==> src/rtl/datapath_sequencer.sv <==
// Multi-cycle control unit for the register-file / ALU / RAM datapath.
// Takes one instruction per handshake and steps the datapath strobes state by state.
module datapath_sequencer #(
    parameter bit TRAP_ON_OF = 1'b1
) (
    input  logic        clk,
    input  logic        Reset,
    input  logic [31:0] instr,
    input  logic        instr_valid,
    output logic        instr_ready,
    input  logic        ZF,
    input  logic        OF,
    output logic        Write_Reg,
    output logic        Mem_Write,
    output logic [2:0]  ALU_OP,
    output logic [1:0]  wr_data_s,
    output logic [4:0]  rs,
    output logic [4:0]  rt,
    output logic [4:0]  rd,
    output logic        busy,
    output logic        done,
    output logic        illegal,
    output logic        ovf_trap,
    output logic        zf_q
);

    typedef enum logic [2:0] {IDLE, DECODE, EXEC, MEM, WB} state_t;
    typedef enum logic [1:0] {K_RTYPE, K_LOAD, K_STORE, K_ILLEGAL} kind_t;

    state_t      state;
    state_t      state_n;
    kind_t       kind;
    logic [31:0] ir;
    logic [2:0]  alu_dec;
    logic        addsub;
    logic        done_n;
    logic        illegal_n;
    logic        ovf_n;
    logic        unused_shamt;

    assign unused_shamt = ^ir[10:6];

    // Everything is decoded from IR, so ALU_OP and the instruction class stay frozen until the next accept.
    always_comb begin
        kind    = K_ILLEGAL;
        alu_dec = 3'b100;
        addsub  = 1'b0;
        case (ir[31:26])
            6'b000000: begin
                kind = K_RTYPE;
                case (ir[5:0])
                    6'b100000: begin alu_dec = 3'b100; addsub = 1'b1; end
                    6'b100010: begin alu_dec = 3'b101; addsub = 1'b1; end
                    6'b100100: alu_dec = 3'b000;
                    6'b100101: alu_dec = 3'b001;
                    6'b100110: alu_dec = 3'b010;
                    6'b100111: alu_dec = 3'b011;
                    6'b101011: alu_dec = 3'b110;
                    6'b000100: alu_dec = 3'b111;
                    default:   kind = K_ILLEGAL;
                endcase
            end
            6'b100011: kind = K_LOAD;
            6'b101011: kind = K_STORE;
            default:   kind = K_ILLEGAL;
        endcase
    end

    always_comb begin
        state_n   = state;
        done_n    = 1'b0;
        illegal_n = 1'b0;
        ovf_n     = 1'b0;
        case (state)
            IDLE: begin
                if (instr_valid) state_n = DECODE;
            end
            DECODE: begin
                if (kind == K_ILLEGAL) begin
                    state_n   = IDLE;
                    done_n    = 1'b1;
                    illegal_n = 1'b1;
                end else begin
                    state_n = EXEC;
                end
            end
            EXEC: begin
                if (kind == K_RTYPE) begin
                    if (TRAP_ON_OF && addsub && OF) begin
                        state_n = IDLE;
                        done_n  = 1'b1;
                        ovf_n   = 1'b1;
                    end else begin
                        state_n = WB;
                    end
                end else begin
                    state_n = MEM;
                end
            end
            MEM: begin
                if (kind == K_LOAD) begin
                    state_n = WB;
                end else begin
                    state_n = IDLE;
                    done_n  = 1'b1;
                end
            end
            WB: begin
                state_n = IDLE;
                done_n  = 1'b1;
            end
            default: state_n = IDLE;
        endcase
    end

    always_ff @(posedge clk or posedge Reset) begin
        if (Reset) begin
            state    <= IDLE;
            ir       <= 32'd0;
            done     <= 1'b0;
            illegal  <= 1'b0;
            ovf_trap <= 1'b0;
            zf_q     <= 1'b0;
        end else begin
            state    <= state_n;
            done     <= done_n;
            illegal  <= illegal_n;
            ovf_trap <= ovf_n;
            if (state == IDLE && instr_valid) ir <= instr;
            if (state == EXEC) zf_q <= ZF;
        end
    end

    // Strobes are gated by Reset so an abort can never leave a half-finished commit behind.
    assign Write_Reg   = (state == WB) && !Reset;
    assign Mem_Write   = (state == MEM) && (kind == K_STORE) && !Reset;
    assign wr_data_s   = {1'b0, ((state == MEM) || (state == WB)) && (kind == K_LOAD)};
    assign ALU_OP      = alu_dec;
    assign rs          = ir[25:21];
    assign rt          = ir[20:16];
    assign rd          = ir[15:11];
    assign instr_ready = (state == IDLE) && !Reset;
    assign busy        = (state != IDLE);

endmodule

==> config.mk <==
export PLATFORM = sky130hd
export DESIGN_NAME = datapath_sequencer
export DESIGN_NICKNAME = d
export VERILOG_FILES = /design/src/rtl/datapath_sequencer.sv
export SDC_FILE = /design/constraint.sdc
export NUM_CORES = 1
export LEC_CHECK = 0
export ABC_AREA = 1
export BUFFER_PORTS_ARGS = -buffer_cell sky130_fd_sc_hd__buf_2
export CAP_MARGIN = 20
export CORE_UTILIZATION = 48
export CTS_CLUSTER_DIAMETER = 100
export CTS_CLUSTER_SIZE = 10
export DETAILED_ROUTE_END_ITERATION = 8
export PLACE_DENSITY = 0.83
export SLEW_MARGIN = 10
export SYNTH_ARGS = -nofsm -noshare
export SYNTH_HDL_FRONTEND = slang
export SYNTH_SLANG_ARGS = --single-unit
==> constraint.sdc <==
create_clock -name clk -period 1.81 [get_ports clk]
set_input_delay 0.181 -clock clk [delete_from_list [all_inputs] [get_ports clk]]
set_output_delay 0.181 -clock clk [all_outputs]
set_load 0.005 [all_outputs]
==> parameters.txt <==
Parameter                              Value

Outcome
  Result of the run ... completed

Min path
  Endpoint of the worst hold-timing path ... ir[24]$_DFFE_PP0P_
  Worst hold-check path type ... in2reg
  Hold path depth ... 2
  Startpoint of the most critical hold path ... instr[24]

STA
  Maximum clock skew at final layout ... 3.76 ps
  Count of final setup violators ... 0
  Count of final max-slew check failures ... 0
  RSZ-0062 raised after global routing ... true
  Count of endpoints failing hold in the final timing report ... 0
  Final period util ... 97.9%
  Setup TNS Final ... 0 ps
  Final critical-path required period ... 1770 ps
  Maximum clock frequency ... 564 MHz

Detailed routing
  DRC violation count after routing ... 0
  Drt first pass iters ... 4
  Number of nets with antenna violations after routing ... 0
  Mean number of vias per cell ... 4.77
  Total vias in the final route ... 1301
  Detailed-route wire length per cell ... 11.2 um
  Iteration-0 DRC count of the detailed router ... 28
  Post-Route WL ... 3.06 mm

Synth
  Distinct cell type count of the synthesized netlist ... 23
  Post-Synth Simple-Gate Area ... 17.2%
  Fraction of the mapped netlist area in compound gates ... 4.93%
  Average cell area after synthesis ... 9.97 um^2
  Number of synthesized register bits ... 34
  Cell count after synthesis ... 173
  Dominant combinational cell family by area after synthesis ... simple AND/OR/NAND/NOR gates
  Adder-cell area share of the yosys netlist ... 0%
  Main synth FF type ... dfrtp_1
  Nets in the synthesized netlist ... 210
  Xor and xnor area share after synthesis ... 0%
  Most common library cells after synthesis ... dfrtp_1, nor2_1, inv_1, buf_4, nand2_1
  Number of synthesized flops with an enable pin ... 0
  Post-synthesis instance area ... 1730 um^2
  Area share of the largest cell type after synthesis ... 49.3%
  Seq/Total Area, Yosys ... 49.3%
  Dominant cell type by area after synthesis ... dfrtp_1
  YS warnings ... 0
  Multiplexer share of the synthesized area ... 15.0%
  Area contributors post-synth ... dfrtp_1, mux2_4, buf_4, nor2_1, inv_1
  Most instantiated library cell after synthesis ... dfrtp_1
  Fraction of registers with async set/reset ... 100%

Setup path
  Endpoint class of the critical path ... output port
  Origin of the critical flop-to-flop path ... state[0]$_DFFE_PP0P_
  Critical path data required time ... 1630 ps
  Slowest cell on the critical path ... dfrtp_1
  Worst setup SP type ... flip-flop
  R2r setup slk ... 310 ps
  Maximum cell stage delay along the critical path ... 370 ps
  Maximum fanout encountered on the critical timing path ... 3
  End of the worst register-to-register path ... ir[13]$_DFFE_PP0P_
  Chain of cells forming the critical path ... buf_6 > nand2_2 > inv_2 > nand4_1 > nand2_1 > nand3_2 > nor3b_2 > buf_2
  Crit path arrival time ... 1590 ps
  Number of buffer and inverter stages on the critical path ... 3
  CP delay by family, top ... simple AND/OR/NAND/NOR gates
  Type of the setup path with the least slack ... reg2out
  Number of cell instances on the worst register-to-register path ... 5

CTS
  Clock-pin slew on the worst setup and hold paths ... 90 ps
  Number of buffers added by the clock tree synthesis step ... 5
  Clk Latency, worst-skew pair ... 330 ps
  Clk root buf ... clkbuf_4
  Clock sink total ... 34
  Level count of the clock H-tree ... 2
  Number of buffers on the longest clock path ... 2
  TritonCTS clock tree ... built

Die
  Boundary Pins ... 65
  Number of placement rows ... 21
  Starting density of the core ... 50.9%
  Y dimension of the die ... 62.0 um
  Area of the die ... 3840 um^2
  Total core area ... 3390 um^2
  DIE WIDTH ... 62.0 um

GRT
  Fraction of met2 tracks used by global routing ... 25.1%
  Via count of the first global-routing pass ... 1058
  Total grt overflow ... 0
  Wire length of the first global-routing pass ... 4.43 mm
  Maximum number of pins on one net before global-route repair ... 37
  Antenna violations before repair ... 0
  Aggregate global-route resource usage ... 16.1%
  Met1 usage in global routing ... 20.5%
  Most Crowded Layer GR ... met2
  Met3 track demand over resource in global routing ... 3.73%

Final layout
  Post-route insts no fill ... 273
  Number of antenna cells inserted ... 0
  Share of layout cells above drive strength 1 ... 48.9%
  Fill cell count ... 302
  Final design area excluding fillers ... 2110 um^2
  Count of nets after finishing ... 263
  Area growth from synthesis to final layout ... 22.0%
  Final core utilization ... 62.1%

Place
  Number of port buffers ... 58
  Area of placed instances ... 1940 um^2
  Placed Instances ... 260
  DPL Wire Length ... 2.19 mm
  RePlAce Congestion ... 0.858

Job
  Number of max-cap violations ... 0

Power and ir drop
  Power Total ... 3.07 mW
  Pwr per Cell Area ... 1460 nW/um^2
  Static power due to leakage ... 1.14 nW
  Worst vdd rail ir drop ... 643 uV
## final cells by class
class	count	area, um^2	share of cell area [%]
sequential	34	851	40.4
multi-input combinational	98	702	33.3
timing repair buffer	65	353	16.8
inverter	22	82.6	3.92
tap	46	57.6	2.73
clock buffer	7	55.1	2.61
clock inverter	1	5.00	0.238
## worst max path at each step
stage	from	to	slack, ps	cells after the start
5_1_grt	ir[27]$_DFFE_PP0P_	Mem_Write	-70	8
4_1_cts	ir[2]$_DFFE_PP0P_	ALU_OP[2]	4	6
3_3_place_gp	ir[27]$_DFFE_PP0P_	Mem_Write	280	8
3_5_place_dp	ir[29]$_DFFE_PP0P_	Mem_Write	240	8
6_report	ir[27]$_DFFE_PP0P_	Mem_Write	40	8
2_1_floorplan	Reset	Mem_Write	330	3
## layer usage
metal	up-vias	share of wire, %
li1	650	-
met1	611	44
met2	33	50
met3	7	3.7
met4	0	2.3
met5	-	0
## flip-flops by register name (all words and copies together), names as in the netlist
signal,count
done,1
zf_q,1
illegal,1
ovf_trap,1
ir,27
state,3
## repair_timing
item,in CTS,in global routing
endpoints found under the setup margin,2,3
hold buffers,1,0
resized for setup,3,16
pin swaps,5,7
hold endpoints to repair,34,0
setup buffers,4,0
## layout by cell type (no fill, tap or decap)
cell	instances
nor2_1	19
nand2_1	13
clkbuf_4	5
nand4_1	5
buf_6	2
dfrtp_1	34
conb_1	1
mux2_4	12
clkbuf_1	1
nor3_2	1
a21boi_0	1
nand2_2	2
o21ai_0	3
a21oi_1	11
nand2_4	1
clkbuf_8	1
clkinv_2	1
inv_1	18
or3_1	1
nor2_2	3
o211ai_1	1
inv_2	4
nor3b_2	1
nand3_2	6
nor2_4	3
nor3_1	2
nand3_1	4
buf_2	58
nor3b_1	1
dlygate4sd3_1	1
buf_4	4
mux2_2	7
## cells by family after synthesis
family	after synthesis
AOI/OAI and AO/OA	16
DFF	34
buffers and inverters	41
and+or+nand+nor	62
other	1
muxes	19
## worst reg2reg max path, delay by kind of cell, from the launching register on
family | cells | cell delay [ps]
AND/OR/NAND/NOR | 3 | 520
multiplexers | 1 | 400
flip-flops | 1 | 420
buffers and inverters | 1 | 50
## power breakdown
part	switching [mW]	leakage, nW	internal [mW]
Sequential	0.205	0.400	1.11
Clock	0.238	0.0353	0.188
Combinational	0.635	0.708	0.698
## per-stage QoR
stage | worst slack [ps] | hold WS (ps)
global placement | 282 | 357
CTS | 4.18 | 52.6
global route | -72.5 | 50.0
finish | 38.2 | 68.3
detailed placement | 241 | 351
floorplan | 331 | 329
Note: power is estimated with default switching activity, not from simulation.
